===== src/rtl/bot_pkg.sv =====
// Shared definitions for the bot-status update scheduler: FSM encoding,
// default timing constants and the snapshot record layout.
package bot_pkg;

  localparam int BOT_W               = 8;
  localparam int UPD_PERIOD_DEFAULT  = 5000000;
  localparam int ACK_TIMEOUT_DEFAULT = 1000000;

  typedef enum logic [1:0] {
    ST_IDLE     = 2'd0,
    ST_CAPTURE  = 2'd1,
    ST_ISSUE    = 2'd2,
    ST_WAIT_ACK = 2'd3
  } state_e;

  typedef struct packed {
    logic [BOT_W-1:0] locx;
    logic [BOT_W-1:0] locy;
    logic [BOT_W-1:0] botinfo;
    logic [BOT_W-1:0] sensors;
    logic [BOT_W-1:0] lmdist;
    logic [BOT_W-1:0] rmdist;
  } bot_snap_t;

endpackage


===== src/rtl/upd_period_timer.sv =====
// Free-running period counter 0..PERIOD-1; tick is high combinationally on the
// last count while enabled. Disabling parks the counter at 0.
module upd_period_timer #(
  parameter int PERIOD = 10
) (
  input  logic sysclk,
  input  logic sysreset,
  input  logic en,
  output logic tick
);

  localparam int CW = (PERIOD > 1) ? $clog2(PERIOD) : 1;
  localparam logic [CW-1:0] LAST = CW'(PERIOD - 1);

  logic [CW-1:0] cnt_q, cnt_d;

  assign tick = en && (cnt_q == LAST);

  always_comb begin
    cnt_d = '0;
    if (en && !tick) begin
      cnt_d = cnt_q + CW'(1);
    end
  end

  always_ff @(posedge sysclk or negedge sysreset) begin
    if (!sysreset) begin
      cnt_q <= '0;
    end else begin
      cnt_q <= cnt_d;
    end
  end

endmodule


===== src/rtl/bot_upd_sched.sv =====
// Periodic bot-status scheduler: snapshots the six simulator registers,
// pulses upd_sysregs, then waits for the interrupt ack or a timeout.
module bot_upd_sched
  import bot_pkg::*;
#(
  parameter int UPD_PERIOD  = UPD_PERIOD_DEFAULT,
  parameter int ACK_TIMEOUT = ACK_TIMEOUT_DEFAULT
) (
  input  logic        sysclk,
  input  logic        sysreset,
  input  logic        sched_en,
  input  logic        bot_busy,
  input  logic [7:0]  bot_locx,
  input  logic [7:0]  bot_locy,
  input  logic [7:0]  bot_info,
  input  logic [7:0]  bot_sensors,
  input  logic [7:0]  bot_lmdist,
  input  logic [7:0]  bot_rmdist,
  input  logic        interrupt_ack,
  input  logic        clr_err,
  output logic [7:0]  locx,
  output logic [7:0]  locy,
  output logic [7:0]  botinfo,
  output logic [7:0]  sensors,
  output logic [7:0]  lmdist,
  output logic [7:0]  rmdist,
  output logic        upd_sysregs,
  output logic [7:0]  overrun_cnt,
  output logic        timeout_err,
  output logic [15:0] upd_cnt
);

  localparam int TW = (ACK_TIMEOUT > 1) ? $clog2(ACK_TIMEOUT) : 1;
  localparam logic [TW-1:0] ACK_LAST = TW'(ACK_TIMEOUT - 1);

  state_e        state_q, state_d;
  logic [TW-1:0] ack_tmr_q, ack_tmr_d;
  bot_snap_t     snap_q, snap_d;
  logic [15:0]   upd_cnt_q, upd_cnt_d;
  logic [7:0]    overrun_q, overrun_d;
  logic          timeout_err_q, timeout_err_d;
  logic          tick;
  logic          timeout_hit;

  upd_period_timer #(
    .PERIOD (UPD_PERIOD)
  ) u_timer (
    .sysclk   (sysclk),
    .sysreset (sysreset),
    .en       (sched_en),
    .tick     (tick)
  );

  always_comb begin
    state_d     = state_q;
    ack_tmr_d   = ack_tmr_q;
    snap_d      = snap_q;
    upd_cnt_d   = upd_cnt_q;
    timeout_hit = 1'b0;
    case (state_q)
      ST_IDLE: begin
        if (tick) state_d = ST_CAPTURE;
      end
      ST_CAPTURE: begin
        if (!bot_busy) begin
          snap_d  = '{locx: bot_locx, locy: bot_locy, botinfo: bot_info,
                      sensors: bot_sensors, lmdist: bot_lmdist, rmdist: bot_rmdist};
          state_d = ST_ISSUE;
        end
      end
      ST_ISSUE: begin
        upd_cnt_d = upd_cnt_q + 16'd1;
        ack_tmr_d = '0;
        state_d   = ST_WAIT_ACK;
      end
      ST_WAIT_ACK: begin
        // An ack on the last timer cycle is checked first, so it suppresses the error.
        if (interrupt_ack) begin
          state_d = ST_IDLE;
        end else if (ack_tmr_q == ACK_LAST) begin
          timeout_hit = 1'b1;
          state_d     = ST_IDLE;
        end else begin
          ack_tmr_d = ack_tmr_q + TW'(1);
        end
      end
      default: state_d = ST_IDLE;
    endcase
  end

  always_comb begin
    overrun_d = overrun_q;
    if (clr_err) begin
      overrun_d = '0;
    end else if (tick && (state_q != ST_IDLE) && (overrun_q != 8'hFF)) begin
      overrun_d = overrun_q + 8'd1;
    end
    timeout_err_d = timeout_hit | (timeout_err_q & ~clr_err);
  end

  always_ff @(posedge sysclk or negedge sysreset) begin
    if (!sysreset) begin
      state_q       <= ST_IDLE;
      ack_tmr_q     <= '0;
      snap_q        <= '0;
      upd_cnt_q     <= '0;
      overrun_q     <= '0;
      timeout_err_q <= 1'b0;
    end else begin
      state_q       <= state_d;
      ack_tmr_q     <= ack_tmr_d;
      snap_q        <= snap_d;
      upd_cnt_q     <= upd_cnt_d;
      overrun_q     <= overrun_d;
      timeout_err_q <= timeout_err_d;
    end
  end

  assign upd_sysregs = (state_q == ST_ISSUE);
  assign locx        = snap_q.locx;
  assign locy        = snap_q.locy;
  assign botinfo     = snap_q.botinfo;
  assign sensors     = snap_q.sensors;
  assign lmdist      = snap_q.lmdist;
  assign rmdist      = snap_q.rmdist;
  assign upd_cnt     = upd_cnt_q;
  assign overrun_cnt = overrun_q;
  assign timeout_err = timeout_err_q;

endmodule


===== config.mk =====
export PLATFORM = sky130hd
export DESIGN_NAME = bot_upd_sched
export DESIGN_NICKNAME = d
export VERILOG_FILES = /design/src/rtl/bot_pkg.sv /design/src/rtl/upd_period_timer.sv /design/src/rtl/bot_upd_sched.sv
export SDC_FILE = /design/constraint.sdc
export NUM_CORES = 1
export LEC_CHECK = 0
export BUFFER_PORTS_ARGS = -buffer_cell sky130_fd_sc_hd__buf_2
export CAP_MARGIN = 10
export CORE_MARGIN = 5
export CORE_UTILIZATION = 31
export DETAILED_ROUTE_END_ITERATION = 10
export PLACE_DENSITY_LB_ADDON = 0.05
export SYNTH_ARGS = -nofsm -noshare
export SYNTH_HDL_FRONTEND = slang
export SYNTH_SLANG_ARGS = --single-unit

===== constraint.sdc =====
create_clock -name sysclk -period 3.2 [get_ports sysclk]
set_clock_uncertainty 0.2 [all_clocks]
set_input_delay 0.96 -clock sysclk [delete_from_list [all_inputs] [get_ports sysclk]]
set_output_delay 0.96 -clock sysclk [all_outputs]
set_load 0.03 [all_outputs]

==> impl_results.md <==
- H-tree levels: 4
- Share of cells above drive strength 1: 36.7%
- CTS sink cnt: 118
- Most common cell after layout, fill and taps aside: buf_2
- Critical path arrival: 2.83 ns
- CTS tree: yes
- Lkg Pwr: 3.14 nW
- Sum Neg Setup Slack: 0 ns
- Worst hold start: upd_cnt[15]
- First drt pass iteration count: 4
- DRC: 0
- Post-synth top area share: 56.1%
- Crit-path cells: or4_1, or4_1, or3_1, nor3_1, mux2_2
- Clock transition at path regs: 0.06 ns
- Worst path top cell family by delay: simple AND/OR/NAND/NOR gates
- Routability congestion estimate: 0.755
- CP Class: reg -> reg
- Via count: 3,870
- Crit path time final: 2.74 ns
- Starting Density: 31.6%
- Post-synth EDFFs: 0
- Power, Total: 5.98 mW
- Reg-to-reg slack, setup: 0.46 ns
- VDD IR max: 0.437 mV
- Root buf cell: clkbuf_16
- Synth Cell Area: 5260 um2
- Syn. warnings: 0
- HPWL Detailed: 9060 um
- DRT iter0 DRCs: 168
- Pwr per Cell Area: 873 nW/um2
- Mapped Avg Cell Area: 11.6 um2
- Crit-path max FO: 7
- #FFs+latches synth: 118
- Filler cells: 1,622
- Status: finished clean
- R2r worst-path depth: 5
- Core box area: 16,600 um2
- Antenna violations before repair: 1
- Layout Utilization: 41.2%
- Reg-to-Reg Start: u_timer.cnt_q[15]
- Antenna Violating Nets Remaining: 0
- Global route total overflow: 0
- Largest cells by area after synthesis: dfrtp_1, mux2_2, xnor2_1
- Netlist cell types: 42
- Hold crit path type: reg -> reg
- Final setup margin: 0.458 ns
- Reg-to-Reg End: overrun_cnt[5]
- Final setup violation count: 0
- Die width: 140 um
- Worst hold path endpoint: upd_cnt[15]
- GRT Resource Usage Total: 13.1%
- # nets final: 659
- Most used flip-flop cell after synthesis: dfrtp_1
- Ant. Diodes: 0
- Hold depth: 1
- Max-slew violations: 0
- Finished Layout Cells: 830
- Slew Limit Headroom: 59.1%
- Critical Path Source Type: register
- Skew-Pair Late Insertion Delay: 0.41 ns
- Vias per cell: 4.66
- Port Buffer Count: 127
- Slowest CP cell: or4_1
- Most frequent cell on the critical path: or4_1
- Worst path bufs/invs: 0
- Top-Level Pins: 128
- Post-DR wirelength/cell: 14.9 um
- Final hold vios: 0
- Post-CTS setup buffers: 0
- Area growth syn-to-layout: 30.2%
- Height of the die: 140 um
- CTS Buffer Depth: 2
- Most frequent cells in the layout: buf_2, dfrtp_1, mux2_2, nor2_1, nand3_1
- PostCTS Resize Cnt: 0
- CP peak stage delay: 0.51 ns
- Async S/R FF share, synth: 100%
- Fmax: 365 MHz
- Cell Count Post-Placement: 798
- Die ar.: 19,700 um2
- Synth area leader: dfrtp_1
- Cell Rows: 47
- MaxCap Viol Count: 0
- Total routed wirelength: 12,400 um
- Largest net degree at the start of global routing: 46
- Ratio of final minimum period to clock period: 85.7%
- Place WS: 0.425 ns
- Slew @ Worst Pin: 0.607 ns
- Vias in the first global route: 3,996
- Crit end category: register
- Synthesized instance count: 453
- Sequential fraction of the synthesis area: 56.1%
- CTS hold repair buffers: 0
- Worst path required time: 3.29 ns
- Net Count, Synth: 515
- First-pass GRT wire length: 20,800 um
- Unrepaired setup endpoints after global routing: false
- CTS buffer count: 17
==> metal layers <==
metal	part of all wire (%)	global-route usage, %
met1	49	18.4
met2	41	18.6
met3	9.0	4.81
met4	1.2	4.59
met5	0.11	0
==> sequential cells by signal, indices dropped and copies added (netlist names) <==
signal	cells
u_timer.cnt_q	23
rmdist	8
ack_tmr_q	20
sensors	8
state_q	2
botinfo	8
overrun_cnt	8
lmdist	8
upd_cnt	16
locx	8
timeout_err	1
locy	8
==> cells by family after synthesis <==
kind of cell,synth area share (%)
DFF,56.1
buffers and inverters,1.76
AOI/OAI and AO/OA,4.38
adders and majority gates,1.90
and+or+nand+nor,16.6
muxes,11.9
xor gates and xnor gates,7.32
==> layout make-up <==
type / instances / area, um2 / area share, %
flip-flops and latches: 118 / 2950 / 43.1
inverters: 11 / 41.3 / 0.603
repair buffers: 138 / 758 / 11.1
well taps: 220 / 275 / 4.02
multi-input cells: 311 / 2220 / 32.5
clock buffers: 19 / 443 / 6.47
clock inverters: 13 / 155 / 2.27
==> cells in the mapped netlist, types with 5 or more instances <==
| library cell | instances |
|---|---|
| and3_1 | 10 |
| nor4_1 | 7 |
| mux2_2 | 51 |
| mux2i_1 | 5 |
| o211ai_1 | 6 |
| xnor2_1 | 26 |
| nand3_1 | 33 |
| buf_1 | 5 |
| xor2_1 | 18 |
| inv_1 | 11 |
| nor2_1 | 49 |
| o31ai_1 | 5 |
| o21ai_0 | 8 |
| nand4_1 | 15 |
| ha_1 | 8 |
| dfrtp_1 | 118 |
| nor3_1 | 6 |
| nand2_1 | 21 |
| clkbuf_1 | 6 |
==> report_power, final <==
group / total, mW / internal (mW) / leakage [nW] / switching (mW)
clock network: 1.91 / 1.24 / 0.289 / 0.673
logic: 1.97 / 0.711 / 1.33 / 1.26
registers: 2.09 / 1.88 / 1.53 / 0.218
total: 5.98 / 3.83 / 3.14 / 2.15
==> worst register-to-register path, stage by stage (launching register included) <==
cell,delay (ns)
dfrtp_1,0.42
or4_1,0.51
or4_1,0.43
or3_1,0.47
nor3_1,0.24
mux2_2,0.35
==> worst max-delay path by stage <==
stage / to / cells past startpoint / from
final: overrun_cnt[5] / 5 / u_timer.cnt_q[15]
after global routing: overrun_cnt[5] / 5 / u_timer.cnt_q[15]
after CTS: overrun_cnt[5] / 5 / u_timer.cnt_q[15]
after detailed placement: overrun_cnt[5] / 5 / u_timer.cnt_q[15]
after global placement: overrun_cnt[5] / 5 / u_timer.cnt_q[15]
after floorplan: overrun_cnt[5] / 7 / u_timer.cnt_q[15]
==> through the flow <==
| stage | hold slack (ns) | instance area, um2 |
|---|---|---|
| floorplan | 0.240 | 5260 |
| global placement | 0.258 | 6250 |
| detailed placement | 0.264 | 6250 |
| CTS | 0.271 | 6850 |
| global route | 0.293 | 6850 |
| finish | 0.272 | 6850 |
Note: power is estimated with default switching activity, not from simulation.
